===== src/rtl/mvau_defn.sv =====
// Shared definitions for the matrix-vector activation stream unit:
// default geometry, fold helpers and the per-element product rules.
package mvau_defn;

  localparam int unsigned DEF_MATRIX_W = 16;
  localparam int unsigned DEF_MATRIX_H = 16;
  localparam int unsigned DEF_SIMD     = 2;
  localparam int unsigned DEF_PE       = 2;
  localparam int unsigned DEF_TSRCI    = 4;
  localparam int unsigned DEF_TW       = 4;
  localparam int unsigned DEF_TDSTI    = 16;

  function automatic int unsigned fold_count(input int unsigned total, input int unsigned per);
    return total / per;
  endfunction

  function automatic int unsigned idx_width(input int unsigned n);
    return (n > 1) ? $clog2(n) : 1;
  endfunction

  // One weight x activation term as a 64-bit two's complement value; callers truncate.
  function automatic logic [63:0] prod(input logic [31:0] w, input logic [31:0] a,
                                       input bit w_bin, input bit a_bin, input bit xnor_mode);
    if (xnor_mode) begin
      return {63'd0, ~(w[0] ^ a[0])};
    end
    if (a_bin) begin
      return a[0] ? 64'(w) : -64'(w);
    end
    if (w_bin) begin
      return w[0] ? 64'(a) : -64'(a);
    end
    return 64'(w) * 64'(a);
  endfunction

endpackage


===== src/rtl/mvau_stream_bp_if.sv =====
// Activation, weight and result streams of the matrix-vector unit, each with valid/ready.
interface mvau_stream_bp_if
  import mvau_defn::*;
#(
  parameter int unsigned SIMD  = DEF_SIMD,
  parameter int unsigned PE    = DEF_PE,
  parameter int unsigned TSrcI = DEF_TSRCI,
  parameter int unsigned TW    = DEF_TW,
  parameter int unsigned TDstI = DEF_TDSTI
) ();

  typedef logic [SIMD*TSrcI-1:0]  act_vec_t;
  typedef logic [PE*SIMD*TW-1:0]  wgt_vec_t;
  typedef logic [PE*TDstI-1:0]    out_vec_t;

  logic     in_v;
  logic     in_rdy;
  act_vec_t in_act;
  logic     in_wgt_v;
  logic     in_wgt_rdy;
  wgt_vec_t in_wgt;
  logic     out_v;
  logic     out_rdy;
  out_vec_t out;

  modport slave (
    input  in_v, in_act, in_wgt_v, in_wgt, out_rdy,
    output in_rdy, in_wgt_rdy, out_v, out
  );

  modport master (
    output in_v, in_act, in_wgt_v, in_wgt, out_rdy,
    input  in_rdy, in_wgt_rdy, out_v, out
  );

endinterface


===== src/rtl/mvau_stream_act_buf.sv =====
// Activation vector store: one SIMD-wide word per synapse fold, written on the first
// neuron fold and read back for the remaining folds.
module mvau_stream_act_buf
  import mvau_defn::*;
#(
  parameter int unsigned DEPTH = 8,
  parameter int unsigned WIDTH = 8,
  parameter int unsigned AW    = idx_width(DEPTH)
) (
  input  logic             clk,
  input  logic             we,
  input  logic [AW-1:0]    waddr,
  input  logic [WIDTH-1:0] wdata,
  input  logic [AW-1:0]    raddr,
  output logic [WIDTH-1:0] rdata_c
);

  logic [WIDTH-1:0] mem [DEPTH];

  // Contents are don't-care after reset, so the array carries no reset.
  always_ff @(posedge clk) begin
    if (we) begin
      mem[waddr] <= wdata;
    end
  end

  assign rdata_c = mem[raddr];

endmodule


===== src/rtl/mvau_stream_bp.sv =====
// Matrix-vector activation stream unit with valid/ready on activation, weight and result streams.
// Each activation vector is accepted once and replayed from a local buffer for every neuron fold.
module mvau_stream_bp
  import mvau_defn::*;
#(
  parameter int unsigned MatrixW   = DEF_MATRIX_W,
  parameter int unsigned MatrixH   = DEF_MATRIX_H,
  parameter int unsigned SIMD      = DEF_SIMD,
  parameter int unsigned PE        = DEF_PE,
  parameter int unsigned TSrcI     = DEF_TSRCI,
  parameter int unsigned TSrcI_BIN = 0,
  parameter int unsigned TW        = DEF_TW,
  parameter int unsigned TW_BIN    = 0,
  parameter int unsigned TDstI     = DEF_TDSTI
) (
  input  logic            clk,
  input  logic            rst,
  mvau_stream_bp_if.slave bus
);

  localparam int unsigned SF    = fold_count(MatrixW, SIMD);
  localparam int unsigned NF    = fold_count(MatrixH, PE);
  localparam int unsigned SFW   = idx_width(SF);
  localparam int unsigned NFW   = idx_width(NF);
  localparam int unsigned ACT_W = SIMD * TSrcI;
  localparam bit A_BIN     = (TSrcI_BIN != 0);
  localparam bit W_BIN     = (TW_BIN != 0);
  localparam bit XNOR_MODE = A_BIN && W_BIN && (TW == 1) && (TSrcI == 1);

  logic [SFW-1:0]             sf_q;
  logic [NFW-1:0]             nf_q;
  logic                       out_v_q;
  logic [PE-1:0][TDstI-1:0]   acc_q;
  logic [PE-1:0][TDstI-1:0]   out_q;

  logic                       nf_zero_c;
  logic                       last_sf_c;
  logic                       last_nf_c;
  logic                       blocked_c;
  logic                       act_ok_c;
  logic                       fire_c;
  logic [ACT_W-1:0]           buf_rd_c;
  logic [ACT_W-1:0]           act_c;
  logic [PE-1:0][TDstI-1:0]   dot_c;
  logic [PE-1:0][TDstI-1:0]   sum_c;

  mvau_stream_act_buf #(
    .DEPTH (SF),
    .WIDTH (ACT_W),
    .AW    (SFW)
  ) u_act_buf (
    .clk     (clk),
    .we      (fire_c & nf_zero_c),
    .waddr   (sf_q),
    .wdata   (bus.in_act),
    .raddr   (sf_q),
    .rdata_c (buf_rd_c)
  );

  // Handshake: only the last beat of a fold waits for the result register to free up.
  always_comb begin
    nf_zero_c = (nf_q == '0);
    last_sf_c = (sf_q == SFW'(SF - 1));
    last_nf_c = (nf_q == NFW'(NF - 1));
    blocked_c = last_sf_c & out_v_q & ~bus.out_rdy;
    act_ok_c  = nf_zero_c ? bus.in_v : 1'b1;
    fire_c    = act_ok_c & bus.in_wgt_v & ~blocked_c;
    act_c     = nf_zero_c ? bus.in_act : buf_rd_c;
  end

  assign bus.in_rdy     = nf_zero_c & bus.in_wgt_v & ~blocked_c;
  assign bus.in_wgt_rdy = act_ok_c & ~blocked_c;
  assign bus.out_v      = out_v_q;
  assign bus.out        = out_q;

  // Per-PE dot product of one beat, then fold accumulation restarting at sf == 0.
  always_comb begin
    for (int unsigned p = 0; p < PE; p++) begin
      dot_c[p] = '0;
      for (int unsigned k = 0; k < SIMD; k++) begin
        dot_c[p] = dot_c[p] + TDstI'(prod(32'(bus.in_wgt[(p*SIMD + k)*TW +: TW]),
                                          32'(act_c[k*TSrcI +: TSrcI]),
                                          W_BIN, A_BIN, XNOR_MODE));
      end
      sum_c[p] = ((sf_q == '0) ? '0 : acc_q[p]) + dot_c[p];
    end
  end

  always_ff @(posedge clk) begin
    if (rst) begin
      sf_q    <= '0;
      nf_q    <= '0;
      acc_q   <= '0;
      out_q   <= '0;
      out_v_q <= 1'b0;
    end else begin
      if (fire_c) begin
        acc_q <= sum_c;
        sf_q  <= last_sf_c ? '0 : sf_q + SFW'(1);
        if (last_sf_c) begin
          out_q <= sum_c;
          nf_q  <= last_nf_c ? '0 : nf_q + NFW'(1);
        end
      end
      // A drain coinciding with a new result keeps out_v high.
      if (fire_c && last_sf_c) begin
        out_v_q <= 1'b1;
      end else if (bus.out_rdy) begin
        out_v_q <= 1'b0;
      end
    end
  end

endmodule


===== src/flat_wrapper.sv =====
// flat-port wrapper written by rule: the top's interface ports become plain ports
module mvau_stream_bp_flat import mvau_defn::*;
#(
  parameter int unsigned MatrixW   = DEF_MATRIX_W,
  parameter int unsigned MatrixH   = DEF_MATRIX_H,
  parameter int unsigned SIMD      = DEF_SIMD,
  parameter int unsigned PE        = DEF_PE,
  parameter int unsigned TSrcI     = DEF_TSRCI,
  parameter int unsigned TSrcI_BIN = 0,
  parameter int unsigned TW        = DEF_TW,
  parameter int unsigned TW_BIN    = 0,
  parameter int unsigned TDstI     = DEF_TDSTI
)
  (clk, rst, bus_in_v, bus_in_act, bus_in_wgt_v, bus_in_wgt, bus_out_rdy, bus_in_rdy, bus_in_wgt_rdy, bus_out_v, bus_out);
  mvau_stream_bp_if #(.SIMD(SIMD), .PE(PE), .TSrcI(TSrcI), .TW(TW), .TDstI(TDstI)) bus_i ();
  input  logic clk;
  input  logic rst;
  input wire logic [$bits(bus_i.in_v)-1:0] bus_in_v;
  input wire logic [$bits(bus_i.in_act)-1:0] bus_in_act;
  input wire logic [$bits(bus_i.in_wgt_v)-1:0] bus_in_wgt_v;
  input wire logic [$bits(bus_i.in_wgt)-1:0] bus_in_wgt;
  input wire logic [$bits(bus_i.out_rdy)-1:0] bus_out_rdy;
  output wire logic [$bits(bus_i.in_rdy)-1:0] bus_in_rdy;
  output wire logic [$bits(bus_i.in_wgt_rdy)-1:0] bus_in_wgt_rdy;
  output wire logic [$bits(bus_i.out_v)-1:0] bus_out_v;
  output wire logic [$bits(bus_i.out)-1:0] bus_out;
  assign bus_i.in_v = bus_in_v;
  assign bus_i.in_act = bus_in_act;
  assign bus_i.in_wgt_v = bus_in_wgt_v;
  assign bus_i.in_wgt = bus_in_wgt;
  assign bus_i.out_rdy = bus_out_rdy;
  assign bus_in_rdy = bus_i.in_rdy;
  assign bus_in_wgt_rdy = bus_i.in_wgt_rdy;
  assign bus_out_v = bus_i.out_v;
  assign bus_out = bus_i.out;
  mvau_stream_bp #(.MatrixW(MatrixW), .MatrixH(MatrixH), .SIMD(SIMD), .PE(PE), .TSrcI(TSrcI), .TSrcI_BIN(TSrcI_BIN), .TW(TW), .TW_BIN(TW_BIN), .TDstI(TDstI)) u_core (.clk(clk), .rst(rst), .bus(bus_i));
endmodule

===== config.mk =====
export PLATFORM = sky130hd
export DESIGN_NAME = mvau_stream_bp_flat
export DESIGN_NICKNAME = d
export VERILOG_FILES = /design/src/rtl/mvau_defn.sv /design/src/rtl/mvau_stream_bp_if.sv /design/src/rtl/mvau_stream_act_buf.sv /design/src/rtl/mvau_stream_bp.sv /design/src/flat_wrapper.sv
export SDC_FILE = /design/constraint.sdc
export NUM_CORES = 1
export LEC_CHECK = 0
export CORE_MARGIN = 2
export CORE_UTILIZATION = 40
export DETAILED_ROUTE_END_ITERATION = 12
export GPL_TIMING_DRIVEN = 0
export HOLD_SLACK_MARGIN = 0.12
export SLEW_MARGIN = 20
export SYNTH_ARGS = -nofsm -noshare
export SYNTH_HDL_FRONTEND = slang
export SYNTH_HIERARCHICAL = 1
export SYNTH_SLANG_ARGS = --single-unit
export TNS_END_PERCENT = 1

===== constraint.sdc =====
create_clock -name clk -period 14.5 [get_ports clk]
set_input_delay 1.45 -clock clk [delete_from_list [all_inputs] [get_ports clk]]
set_output_delay 1.45 -clock clk [all_outputs]
set_load 0.01 [all_outputs]

==> impl_metrics.env <==
export IMPL_port_buffers=63
export IMPL_yosysMostFrequentCell="sky130_fd_sc_hd__nand2_1"
export IMPL_cp_data_required_time_ns=14.81
export IMPL_post_route_cell_area_um2=10220
export IMPL_min_delay_worst_endpoint="u_core/acc_q[0]"
export IMPL_regArea_um2=3343
export IMPL_postSynth_topFlopCell="sky130_fd_sc_hd__dfxtp_1"
export IMPL_critical_path_fanouts_max=10
export IMPL_fp_dieW_um=151.0
export IMPL_finalWeightedCongestion=0.8855
export IMPL_crit_path_kind="flop to flop"
export IMPL_fin_crit_sh_pct=48.48
export IMPL_multi_input_area_um2=4788
export IMPL_total_leakage_power_uw=0.004024
export IMPL_num_rows=53
export IMPL_power_total_uw=1145
export IMPL_whs_path_depth=2
export IMPL_i_o_pins=64
export IMPL_core_area_um2=21150
export IMPL_starting_drc_count_in_detailed_routing=372
export IMPL_initial_drt_pass_iterations=4
export IMPL_cts_sinks=135
export IMPL_synthToLayoutAreaGrowth_pct=18.16
export IMPL_tritoncts="done"
export IMPL_synth_sequential_area_ratio_pct=38.66
export IMPL_worst_hold_path_type="flop to flop"
export IMPL_ant_nets=0
export IMPL_cts_hold_buffers_added=0
export IMPL_dieHeight_um=151.0
export IMPL_worst_clock_skew_ns=0.01030
export IMPL_async_flop_share_pct=0
export IMPL_worstReg2RegStart="u_core/sf_q[0]"
export IMPL_synth_top_cell_by_area="sky130_fd_sc_hd__edfxtp_1"
export IMPL_wire_per_inst_um=17.84
export IMPL_power_density_cell_area_nw_per_um2=112.0
export IMPL_grt_usage_pct=19.82
export IMPL_synth_lib_cells_used_distinct=64
export IMPL_worst_slew_pin_transition_ns=0.8694
export IMPL_netlist_top_cells_area="sky130_fd_sc_hd__edfxtp_1, sky130_fd_sc_hd__dfxtp_1, sky130_fd_sc_hd__fa_1"
export IMPL_synthesis_warning_total=6
export IMPL_final_core_util_pct=48.31
export IMPL_timing_reg2reg_worst_path_depth=20
export IMPL_max_slew_margin_rel_pct=40.38
export IMPL_worstSkewPairLatency_ns=0.42
export IMPL_synth_top_cell_area_share_pct=22.22
export IMPL_maxClockFrequency_mhz=142.3
export IMPL_ff2ff_setup_slack_ns=7.47
export IMPL_final_min_clock_period_ns=7.029
export IMPL_cts_clk_slew_worst_paths_ns=0.06
export IMPL_setup_tns_final_ns=0
export IMPL_worstSetupEndpointType="flop"
export IMPL_synth_nets=972
export IMPL_cts_htree_levels=4
export IMPL_drc=0
export IMPL_initial_utilization_pct=40.88
export IMPL_post_cts_buffers=0
export IMPL_cts_buffer_count=17
export IMPL_avgSynthCellArea_um2=10.33
export IMPL_worst_flop_to_flop_path_endpoint="u_core/bus.out[27]"
export IMPL_final_hold_viol_count=0
export IMPL_fill_cells=1987
export IMPL_post_route_cells_drive_above_1_share_pct=6.760
export IMPL_vias_per_cell=5.321
export IMPL_wl_um=21530
export IMPL_startpoint_type="flop"
export IMPL_finalSetupViolCount=0
export IMPL_worstHoldStart="u_core/acc_q[0]"
export IMPL_vdd_ir_drop_max_v=0.00008734
export IMPL_worst_hold_slack_ns=0.4535
export IMPL_instance_count_of_the_mapped_netlist=837
export IMPL_placement_cell_area_um2=9628
export IMPL_grt_pass1_wl_um=34070
export IMPL_synth_ff_latch_count=135
export IMPL_grt_pass1_vias=6296
export IMPL_rsz0062_at_grt="no"
export IMPL_global_route_overflow_total=0
export IMPL_synth_enable_flop_cells=64
export IMPL_via_count=6422
export IMPL_max_clock_path_buffers=2
export IMPL_grt_start_max_net_pins=17
export IMPL_synth_area_um2=8648
export IMPL_ctsResizeCount=0
export IMPL_timing_max_transition_violations_final=0
export IMPL_synth_common_cells="sky130_fd_sc_hd__nand2_1, sky130_fd_sc_hd__inv_1, sky130_fd_sc_hd__dfxtp_1"
export IMPL_antennaDiodeCount=0
export IMPL_status="completed"
export IMPL_hpwl_um=16160
export IMPL_initial_antenna_violation_count=0
export IMPL_maxCapViolCount=0
export IMPL_finalNetCount=1054
export IMPL_cts_root_buffer="sky130_fd_sc_hd__clkbuf_16"
export IMPL_die_area_um2=22810
export IMPL_cp_arrival_ns=7.34
[registers in the layout, indices dropped and copies added, names as in the netlist]
name	flops
u_core/bus.out	32
u_core/bus.out_v	1
u_core/acc_q	32
u_core/u_act_buf/mem	64
u_core/nf_q	3
u_core/sf_q	3
[worst max-delay path, stage by stage, from the launching register on]
cell                        delay [ns]
sky130_fd_sc_hd__dfxtp_1          0.56
sky130_fd_sc_hd__inv_1            0.09
sky130_fd_sc_hd__ha_1             0.22
sky130_fd_sc_hd__nand2b_1         0.27
sky130_fd_sc_hd__clkbuf_1         0.48
sky130_fd_sc_hd__clkbuf_1         0.58
sky130_fd_sc_hd__clkbuf_1         0.50
sky130_fd_sc_hd__nand2_1          0.22
sky130_fd_sc_hd__fa_1             0.56
sky130_fd_sc_hd__inv_1            0.05
sky130_fd_sc_hd__fa_1             0.48
sky130_fd_sc_hd__fa_1             0.55
sky130_fd_sc_hd__inv_1            0.05
sky130_fd_sc_hd__fa_1             0.56
sky130_fd_sc_hd__inv_1            0.06
sky130_fd_sc_hd__ha_1             0.28
sky130_fd_sc_hd__a211oi_1         0.43
sky130_fd_sc_hd__o31ai_4          0.15
sky130_fd_sc_hd__a41oi_4          0.36
sky130_fd_sc_hd__a2111oi_0        0.12
sky130_fd_sc_hd__a311o_1          0.34
[placed cells by master, fill, tap and decap left out, drive strengths merged, types with 4 or more instances in the layout]
master / instances
a31oi: 9
nand4: 8
nor3: 12
mux2: 10
clkbuf: 44
ha: 56
nand3: 30
o31ai: 5
inv: 101
nand2: 98
o211ai: 7
or3: 4
and2: 26
buf: 11
o21ai: 18
xnor2: 7
a21oi: 53
edfxtp: 64
mux4: 16
clkinv: 7
a21o: 6
dfxtp: 71
mux2i: 9
clkdlybuf4s50: 63
or4: 10
fa: 50
a211oi: 10
nor2: 21
and3: 6
nand2b: 18
nor2b: 45
[power breakdown]
group	switching, uW	internal (uW)
Combinational	184	121
Sequential	5.01	409
Clock	195	231
[layout make-up]
class / instances / area share, %
plain buffers: 38 / 1.739
clock buffers: 17 / 4.163
clock inverters: 15 / 1.567
inverters: 93 / 3.416
multi-input cells: 571 / 46.86
flip-flops and latches: 135 / 32.72
well taps: 275 / 3.367
repair buffers: 63 / 6.171
[cell families after synthesis]
logic type / after synthesis / share of synthesized area [%]
and+or+nand+nor: 288 / 17.27
xor gates and xnor gates: 10 / 1.013
DFF: 135 / 38.66
AOI/OAI and AO/OA: 132 / 10.13
muxes: 35 / 7.162
buffers and inverters: 131 / 6.091
adders and majority gates: 106 / 19.68
[through the flow]
| stage | instances | setup WS (ns) |
|---|---|---|
| after floorplan | 837 | 8.679 |
| after global placement | 1175 | 7.478 |
| after detailed placement | 1175 | 7.433 |
| after CTS | 1207 | 7.543 |
| after global routing | 1207 | 7.157 |
| final | 1207 | 7.471 |
[worst max path at each step]
stage,startpoint,depth (start not counted),end
6_report,u_core/sf_q[0],20,u_core/bus.out[27]
5_1_grt,u_core/sf_q[0],20,u_core/bus.out[27]
4_1_cts,u_core/sf_q[0],20,u_core/bus.out[27]
3_5_place_dp,bus_in_act[5],15,u_core/acc_q[14]
3_3_place_gp,bus_in_act[5],16,u_core/acc_q[9]
2_1_floorplan,u_core/sf_q[0],19,u_core/acc_q[14]
[routing by layer]
layer / track usage [%] / vias up / routed length [um] / share of wire [%]
li1: - / 3095 / - / -
met1: 26.36 / 3143 / 9570 / 44
met2: 33.77 / 160 / 10760 / 50
met3: 4.066 / 24 / 1001 / 4.6
met4: 3.832 / 0 / 197 / 0.91
met5: 0 / - / 0 / 0
Note: power is estimated with default switching activity, not from simulation.
